<file path="src/rtl/payload_eng_pkg.sv">
// Shared constants for the payload sequence matcher: class-index width, default counter widths, never-hit rule.
// Pure declarations, no logic or state.
package payload_eng_pkg;

  localparam int CLS_IDX_W = 8;
  localparam int CLS_SPACE = 1 << CLS_IDX_W;
  localparam int DEF_CNT_W = 8;
  localparam int DEF_OFF_W = 16;

  // A class index beyond the implemented hit bus can never match.
  function automatic logic cls_idx_live(input logic [CLS_IDX_W-1:0] idx, input int unsigned ncls);
    return 32'(idx) < ncls;
  endfunction

endpackage

</file>
<file path="src/rtl/payload_seq_state.sv">
// One chained character state: registers hit AND (predecessor OR self-loop) on each accepted byte.
// Latency 1 cycle; en=0 holds the bit, sod clears it (synchronous, active-high).
module payload_seq_state (
  input  logic clk,
  input  logic sod,
  input  logic en,
  input  logic hit,
  input  logic prev,
  input  logic loop_en,
  output logic s
);

  logic s_q;
  logic s_d;

  always_comb begin
    s_d = s_q;
    if (en) begin
      s_d = hit & (prev | (loop_en & s_q));
    end
  end

  always_ff @(posedge clk) begin
    if (sod) begin
      s_q <= 1'b0;
    end else begin
      s_q <= s_d;
    end
  end

  assign s = s_q;

endmodule

</file>
<file path="src/rtl/payload_seq_engine.sv">
// Chained character-class sequence matcher with sticky flag, pulse, saturating count; PAYLOAD_SEQ_OFFSET_EN adds first-match offset.
// Final byte accepted at t -> outputs at t+1; en=0 stalls all state, sod is the synchronous active-high reset.
module payload_seq_engine
  import payload_eng_pkg::*;
#(
  parameter int                          NSTATE    = 16,
  parameter int                          NCLS      = 128,
  parameter logic [NSTATE*CLS_IDX_W-1:0] CLS_IDX   = '0,
  parameter logic [NSTATE-1:0]           LOOP_MASK = '0,
  parameter bit                          ANCHORED  = 1'b1,
  parameter int                          CNT_W     = DEF_CNT_W,
  parameter int                          OFF_W     = DEF_OFF_W
) (
  input  logic             clk,
  input  logic             sod,
  input  logic             en,
  input  logic [NCLS-1:0]  cls_hit,
  output logic             match,
  output logic             match_pulse,
  output logic [CNT_W-1:0] match_cnt,
  output logic [OFF_W-1:0] match_off,
  output logic             match_off_vld
);

  logic [CLS_SPACE-1:0] cls_ext;
  logic [NSTATE-1:0]    hit;
  logic [NSTATE-1:0]    prev;
  logic [NSTATE-1:0]    s;
  logic                 done;

  logic             first_q, first_d;
  logic             match_q, match_d;
  logic             pulse_q, pulse_d;
  logic [CNT_W-1:0] cnt_q, cnt_d;

  // Widen the hit bus to the full index space so every class index is a legal select.
  for (genvar j = 0; j < CLS_SPACE; j++) begin : g_ext
    if (j < NCLS) begin : g_live
      assign cls_ext[j] = cls_hit[j];
    end else begin : g_dead
      assign cls_ext[j] = 1'b0;
    end
  end

  for (genvar i = 0; i < NSTATE; i++) begin : g_state
    localparam logic [CLS_IDX_W-1:0] IDX = CLS_IDX[i*CLS_IDX_W +: CLS_IDX_W];

    assign hit[i] = cls_idx_live(IDX, NCLS) & cls_ext[IDX];

    if (i == 0) begin : g_head
      assign prev[i] = ANCHORED ? first_q : 1'b1;
    end else begin : g_chain
      assign prev[i] = s[i-1];
    end

    payload_seq_state u_state (
      .clk     (clk),
      .sod     (sod),
      .en      (en),
      .hit     (hit[i]),
      .prev    (prev[i]),
      .loop_en (LOOP_MASK[i]),
      .s       (s[i])
    );
  end

  // Next value of the final state, evaluated alongside the state update.
  assign done = hit[NSTATE-1] & (prev[NSTATE-1] | (LOOP_MASK[NSTATE-1] & s[NSTATE-1]));

  always_comb begin
    first_d = first_q;
    match_d = match_q;
    pulse_d = 1'b0;
    cnt_d   = cnt_q;
    if (en) begin
      first_d = 1'b0;
      pulse_d = done;
      if (done) begin
        match_d = 1'b1;
        if (cnt_q != '1) begin
          cnt_d = cnt_q + CNT_W'(1);
        end
      end
    end
  end

  always_ff @(posedge clk) begin
    if (sod) begin
      first_q <= 1'b1;
      match_q <= 1'b0;
      pulse_q <= 1'b0;
      cnt_q   <= '0;
    end else begin
      first_q <= first_d;
      match_q <= match_d;
      pulse_q <= pulse_d;
      cnt_q   <= cnt_d;
    end
  end

  assign match       = match_q;
  assign match_pulse = pulse_q;
  assign match_cnt   = cnt_q;

`ifdef PAYLOAD_SEQ_OFFSET_EN
  logic [OFF_W-1:0] pos_q, pos_d;
  logic [OFF_W-1:0] off_q, off_d;
  logic             off_vld_q, off_vld_d;

  // pos_q is the offset of the byte currently presented; captured only on the first match.
  always_comb begin
    pos_d     = pos_q;
    off_d     = off_q;
    off_vld_d = off_vld_q;
    if (en) begin
      if (pos_q != '1) begin
        pos_d = pos_q + OFF_W'(1);
      end
      if (done && !off_vld_q) begin
        off_d     = pos_q;
        off_vld_d = 1'b1;
      end
    end
  end

  always_ff @(posedge clk) begin
    if (sod) begin
      pos_q     <= '0;
      off_q     <= '0;
      off_vld_q <= 1'b0;
    end else begin
      pos_q     <= pos_d;
      off_q     <= off_d;
      off_vld_q <= off_vld_d;
    end
  end

  assign match_off     = off_q;
  assign match_off_vld = off_vld_q;
`else
  assign match_off     = '0;
  assign match_off_vld = 1'b0;
`endif

endmodule

</file>
<file path="config.mk">
export PLATFORM = sky130hd
export DESIGN_NAME = payload_seq_engine
export DESIGN_NICKNAME = d
export VERILOG_FILES = /design/src/rtl/payload_eng_pkg.sv /design/src/rtl/payload_seq_state.sv /design/src/rtl/payload_seq_engine.sv
export SDC_FILE = /design/constraint.sdc
export NUM_CORES = 1
export LEC_CHECK = 0
export CAP_MARGIN = 20
export CORE_AREA = 2 2 74 76
export CTS_CLUSTER_DIAMETER = 80
export DETAILED_ROUTE_END_ITERATION = 12
export DIE_AREA = 0 0 76 78
export GPL_TIMING_DRIVEN = 0
export MAX_ROUTING_LAYER = met4
export PLACE_DENSITY = 0.81
export SLEW_MARGIN = 20
export SYNTH_ARGS = -nofsm -noshare
export SYNTH_HDL_FRONTEND = slang
export SYNTH_HIERARCHICAL = 1
export SYNTH_SLANG_ARGS = --single-unit
</file>
<file path="constraint.sdc">
create_clock -name clk -period 1.9 [get_ports clk]
set_input_delay 0.19 -clock clk [delete_from_list [all_inputs] [get_ports clk]]
set_output_delay 0.19 -clock clk [all_outputs]
set_load 0.05 [all_outputs]
</file>
==> results of run 1 <==
-- what timing repair did --
| action | CTS | global route |
|---|---|---|
| setup buffers | 0 | 0 |
| setup endpoints to repair | 6 | 4 |
| gates resized for setup | 2 | 5 |
-- final cells by class --
cell class	instances	area, sq um
plain buffers	20	141
clock buffers	3	41.3
clock inverters	1	30.0
fillers	532	3240
inverters	2	7.51
multi-input cells	134	848
flip-flops and latches	26	520
well taps	70	87.6
repair buffers	13	123
-- how the worst max path moves through the flow --
| stage | endpoint | slack [ps] |
|---|---|---|
| 6_report | match_cnt[3] | 90 |
| 5_1_grt | match_cnt[3] | 20 |
| 4_1_cts | match_cnt[3]$_SDFFE_PP0P_ | 70 |
| 3_5_place_dp | match_cnt[3]$_SDFFE_PP0P_ | -520 |
| 3_3_place_gp | match_cnt[3]$_SDFFE_PP0P_ | -470 |
| 2_1_floorplan | match_cnt[0]$_SDFFE_PP0P_ | 220 |
-- cell families (layout without fill, tap and decap cells) --
family / after synthesis / after routing
and+or+nand+nor: 55 / 55
muxes: 3 / 3
adders and majority gates: 1 / 1
DFF: 26 / 26
buffers and inverters: 22 / 39
AOI/OAI and AO/OA: 43 / 43
other: 1 / 32
-- cells in the final DEF, fill, tap and decap left out, types with 2 or more instances in the layout --
cell type,count
clkbuf_8,3
buf_4,17
and3_4,2
clkdlybuf4s50_1,10
o21ai_1,15
a211oi_1,2
nand4b_1,15
nor2b_1,3
nand2b_1,17
a41oi_1,2
dfxtp_1,26
inv_1,2
conb_1,32
mux2_4,2
buf_2,2
nor3_1,2
a31oi_1,2
and3_1,2
nor2_1,6
a21boi_1,15
clkbuf_2,2
nand3_1,2
nand2_1,2
-- routing by layer --
| metal | routed length, um | vias up |
|---|---|---|
| met5 | 0 | - |
| met4 | 8 | 0 |
| met3 | 153 | 2 |
| met2 | 1220 | 33 |
| met1 | 1280 | 558 |
| li1 | - | 601 |
-- power by group --
| part | internal (W) | leakage [nW] | switching, W | total, W |
|---|---|---|---|---|
| sequential | 0.000548 | 0.210 | 0.00000165 | 0.000549 |
| clock | 0.000282 | 0.0357 | 0.000176 | 0.000458 |
| combinational | 0.0000515 | 0.465 | 0.000118 | 0.000169 |
-- metrics by stage --
step | instance area [sq um] | hold slack, ps
final | 1800 | 467
after floorplan | 1520 | 343
after detailed placement | 1740 | 447
after CTS | 1800 | 470
after global placement | 1740 | 434
after global routing | 1800 | 497
-- cells in the mapped netlist (2+ instances only) --
master,n,area share
buf_2,2,0.0071
a211oi_1,2,0.011
nand4b_1,15,0.094
and3_1,2,0.0089
dfxtp_1,26,0.37
nand2_1,2,0.0054
nor3_1,2,0.0071
nor2_1,6,0.016
a21boi_1,15,0.080
nand2b_1,17,0.076
o21ai_1,15,0.054
nand3_1,2,0.0071
a31oi_1,2,0.0089
inv_1,2,0.0054
and3_4,2,0.016
a41oi_1,2,0.013
mux2_4,2,0.021
buf_4,17,0.091
nor2b_1,3,0.013
-- flip-flops by register name (all words and copies together) (netlist names) --
signal,count
match,1
g_state.u_state/s,15
first_q,1
match_cnt,8
match_pulse,1
==> qor.yml, run 1 <==
run_status:
  status: "completed"
routing:
  viasPerCell: 4.44
  drt-total-wl_um: 2660
  drt_iter0_drc: 49
  postRouteAntennaNets: 0
  first_pass_iters: 4
  drc: 0
  wire_per_inst_um: 9.89
  vias: 1194
timing:
  rsz0062_at_grt: "false"
  finalSetupViolCount: 0
  fmax_mhz: 553
  max_slew_margin: 0.428
  final.setup.worst_slack_ps: 93.3
  fin_crit_sh: 0.951
  fin_skew_ps: 8.93
  finalHoldViolCount: 0
  tightest_slew_ps: 856
  layout_min_cycle_time_ps: 1810
  setup_tns_ps: 0
  drv_slew: 0
clock_tree:
  cts_max_level: 1
  clkSlewWorstSetupHoldPaths_ps: 90
  cts.path.max_buffers: 2
  clk_latency_ps: 270
  cts_buffers: 3
  cts_root_buf: "clkbuf_8"
  cts_hold_buf: 0
  cts_tree: "built"
  cts.sinks: 26
logic_synthesis:
  synth-edff-count: 0
  synth_compound_area_frac: 0.214
  synthSimpleGateAreaFrac: 0.268
  syn_area_sq_mm: 0.00140
  synthMuxAreaShare: 0.0286
  synthAdderAreaFrac: 0.00893
  postSynthCellCount: 151
  synth_top_family_by_area: "simple AND/OR/NAND/NOR gates"
  ys_seq_area_frac: 0.371
  synth_flop_cell: "dfxtp_1"
  synth_xor_area_frac: 0
  syn_avg_cell_area_sq_um: 9.28
  synthDistinctLibCells: 34
  synth-seq-cells: 26
  synthArstFlopShare: 0
  yosysWarnings: 6
flow_run:
  maxCapViolations: 0
grt:
  grtUsageTotal: 0.0935
  busiest_layer: "met2"
  overflow: 0
  grt_pass1_vias: 1045
  antenna_found_initial: 0
  grt_max_degree: 36
  met3_usage: 0.0291
  grtUsageMet1: 0.117
  met2_usage: 0.150
  grt_first_pass_wirelength_um: 4570
worst_setup_path:
  crit_cells: 1
  required_ps: 1710
  startpoint_type: "register"
  critical_path.max_fanout: 9
  timing.rr.end: "match_cnt[5]$_SDFFE_PP0P_"
  crit_slowest_cell: "clkdlybuf4s50_1"
  cp_top_family: "buffers and inverters"
  crit_chain: "clkdlybuf4s50_1"
  setup.worst_path.start: "match_cnt[3]$_SDFFE_PP0P_"
  reg2reg_slack_ps: 370
  slowest_delay_ps: 860
  timing.rr.start: "match_cnt[0]$_SDFFE_PP0P_"
  worstSetupPathType: "register to output pin"
  cp-end-kind: "output pin"
  critPathBufInv: 1
  arrival_ps: 1620
  reg2reg_depth: 5
cells_and_area:
  final_util: 0.357
  layout.cells.non_filler: 269
  nets: 332
  area_growth_pct: 28.4
  drive_above_1_share: 0.171
  antenna_cells: 0
pwr:
  power_w: 0.00118
  leakagePower_nw: 0.710
  vdd_ir_drop_max_mv: 0.429
  powerDensity_mw_per_mm2: 654
floorplan:
  start_util: 0.278
  io_pins: 158
  chipWidth_um: 76
  core_area_sq_mm: 0.00504
  dieArea_sq_mm: 0.00593
  die_h_um: 78
  rows: 26
min_path:
  holdPathEnd: "first_q$_SDFFE_PP1P_"
  min_path_cells: 1
  hp-start: "first_q$_SDFFE_PP1P_"
  hp-class: "register to register"
place:
  post-place-ws_ps: -521
  detailed_place_hpwl_um: 1760
  io_buffers: 13
  routabilityCongestion: 0.856
  place_inst: 265
Power figures use the tool's default switching activity.
==> run 2, diff against run 1 <==
--- a/config.mk
+++ b/config.mk
@@ -11,8 +11,9 @@
 export DETAILED_ROUTE_END_ITERATION = 12
 export DIE_AREA = 0 0 76 78
 export GPL_TIMING_DRIVEN = 0
+export HOLD_SLACK_MARGIN = 0.1
 export MAX_ROUTING_LAYER = met4
-export PLACE_DENSITY = 0.81
+export PLACE_DENSITY = 0.88
 export SLEW_MARGIN = 20
 export SYNTH_ARGS = -nofsm -noshare
 export SYNTH_HDL_FRONTEND = slang
==> qor.yml, run 2 (same netlist as run 1, synthesis figures left out) <==
worst_setup_path:
  crit_slowest_cell: "clkdlybuf4s50_1"
  worstSetupPathType: "register to output pin"
  reg2reg_depth: 4
  slowest_delay_ps: 870
  arrival_ps: 1640
  critPathBufInv: 1
  startpoint_type: "register"
  required_ps: 1710
  crit_chain: "clkdlybuf4s50_1"
  critical_path.max_fanout: 9
  cp_top_family: "buffers and inverters"
  cp-end-kind: "output pin"
  crit_cells: 1
cells_and_area:
  area_growth_pct: 28.4
  antenna_cells: 0
  final_common_cell: "conb_1"
  drive_above_1_share: 0.171
  final_cell_mix: "conb_1 (32), dfxtp_1 (26), nand2b_1 (17), buf_4 (17)"
  fillers: 519
  nets: 332
  seq_area_sq_um: 520
  multi_input_area_sq_um: 848
  largest_reg_flops: 15
  final_util: 0.357
pwr:
  vdd_ir_drop_max_mv: 0.316
  powerDensity_mw_per_mm2: 655
  power_w: 0.00118
  leakagePower_nw: 0.710
grt:
  grt_first_pass_wirelength_um: 4600
  met3_usage: 0.0256
  overflow: 0
  grtUsageMet1: 0.104
  grt_max_degree: 36
  busiest_layer: "met2"
  met2_usage: 0.170
  antenna_found_initial: 0
  grtUsageTotal: 0.0932
  grt_pass1_vias: 1103
min_path:
  hp-class: "primary input to register"
  min_path_cells: 3
place:
  routabilityCongestion: 0.884
  io_buffers: 13
  detailed_place_hpwl_um: 1710
floorplan:
  rows: 26
  start_util: 0.278
  dieArea_sq_mm: 0.00593
  io_pins: 158
  chipWidth_um: 76
  core_area_sq_mm: 0.00504
  die_h_um: 78
routing:
  viasPerCell: 4.47
  vias: 1203
  wire_per_inst_um: 9.48
  drc: 0
  drt_iter0_drc: 67
  first_pass_iters: 4
  postRouteAntennaNets: 0
  drt-total-wl_um: 2550
clock_tree:
  cts_tree: "built"
  clk_latency_ps: 280
  cts_max_level: 1
  cts.sinks: 26
  cts_hold_buf: 0
  clkSlewWorstSetupHoldPaths_ps: 90
  cts.path.max_buffers: 2
  cts_root_buf: "clkbuf_8"
  postCtsSetupRepairBufs: 0
  cts_buffers: 3
timing:
  finalSetupViolCount: 0
  layout_min_cycle_time_ps: 1830
  tightest_slew_ps: 804
  drv_slew: 0
  finalHoldViolCount: 0
  max_slew_margin: 0.463
  rsz0062_at_grt: "false"
  fin_crit_sh: 0.961
  fin_skew_ps: 7.87
  fmax_mhz: 548
run_status:
  status: "completed"
flow_run:
  maxCapViolations: 0
==> run 2: per-layer routing <==
| metal | routed length, um | up-vias |
|---|---|---|
| met5 | 0 | - |
| met4 | 11 | 0 |
| met3 | 133 | 2 |
| met2 | 1220 | 30 |
| met1 | 1190 | 570 |
| li1 | - | 601 |
==> run 2: per-stage QoR <==
| step | instances | worst slack, ps | cell area, sq um | hold slack, ps | setup TNS [ps] |
|---|---|---|---|---|---|
| final | 269 | 74.0 | 1800 | 458 | 0 |
| after global routing | 269 | 8.26 | 1800 | 487 | 0 |
| after CTS | 269 | 66.5 | 1800 | 472 | 0 |
| after detailed placement | 265 | -489 | 1740 | 455 | -2970 |
| after global placement | 265 | -428 | 1740 | 435 | -2450 |
| after floorplan | 182 | 221 | 1520 | 343 | 0 |
==> run 2: final timing paths <==
path / start / to / slack (ps)
setup / recovery: match_cnt[3]$_SDFFE_PP0P_ / match_cnt[3] / 70
hold / removal: cls_hit[0] / g_state[1].u_state/s$_SDFFE_PP0P_ / 460
setup reg to reg: match_cnt[0]$_SDFFE_PP0P_ / match_cnt[3]$_SDFFE_PP0P_ / 400
hold reg to reg: first_q$_SDFFE_PP1P_ / first_q$_SDFFE_PP1P_ / 470
==> run 2: area by class of cell <==
| class | count | area share |
|---|---|---|
| buffer | 20 | 0.0786 |
| clock buffer | 3 | 0.0229 |
| clock inverter | 1 | 0.0167 |
| inverter | 2 | 0.00417 |
| multi-input combinational | 134 | 0.471 |
| sequential | 26 | 0.289 |
| tap | 70 | 0.0487 |
| timing repair buffer | 13 | 0.0682 |
==> run 2: timing repair <==
action,in CTS,in global routing
endpoints found under the setup margin,6,2
gates resized for setup,2,3
pin swaps,0,0
==> run 2: power breakdown <==
part	internal (W)	switching (W)
Sequential	0.000548	0.00000153
Clock	0.000282	0.000178
Combinational	0.0000515	0.000118
Total	0.000881	0.000297
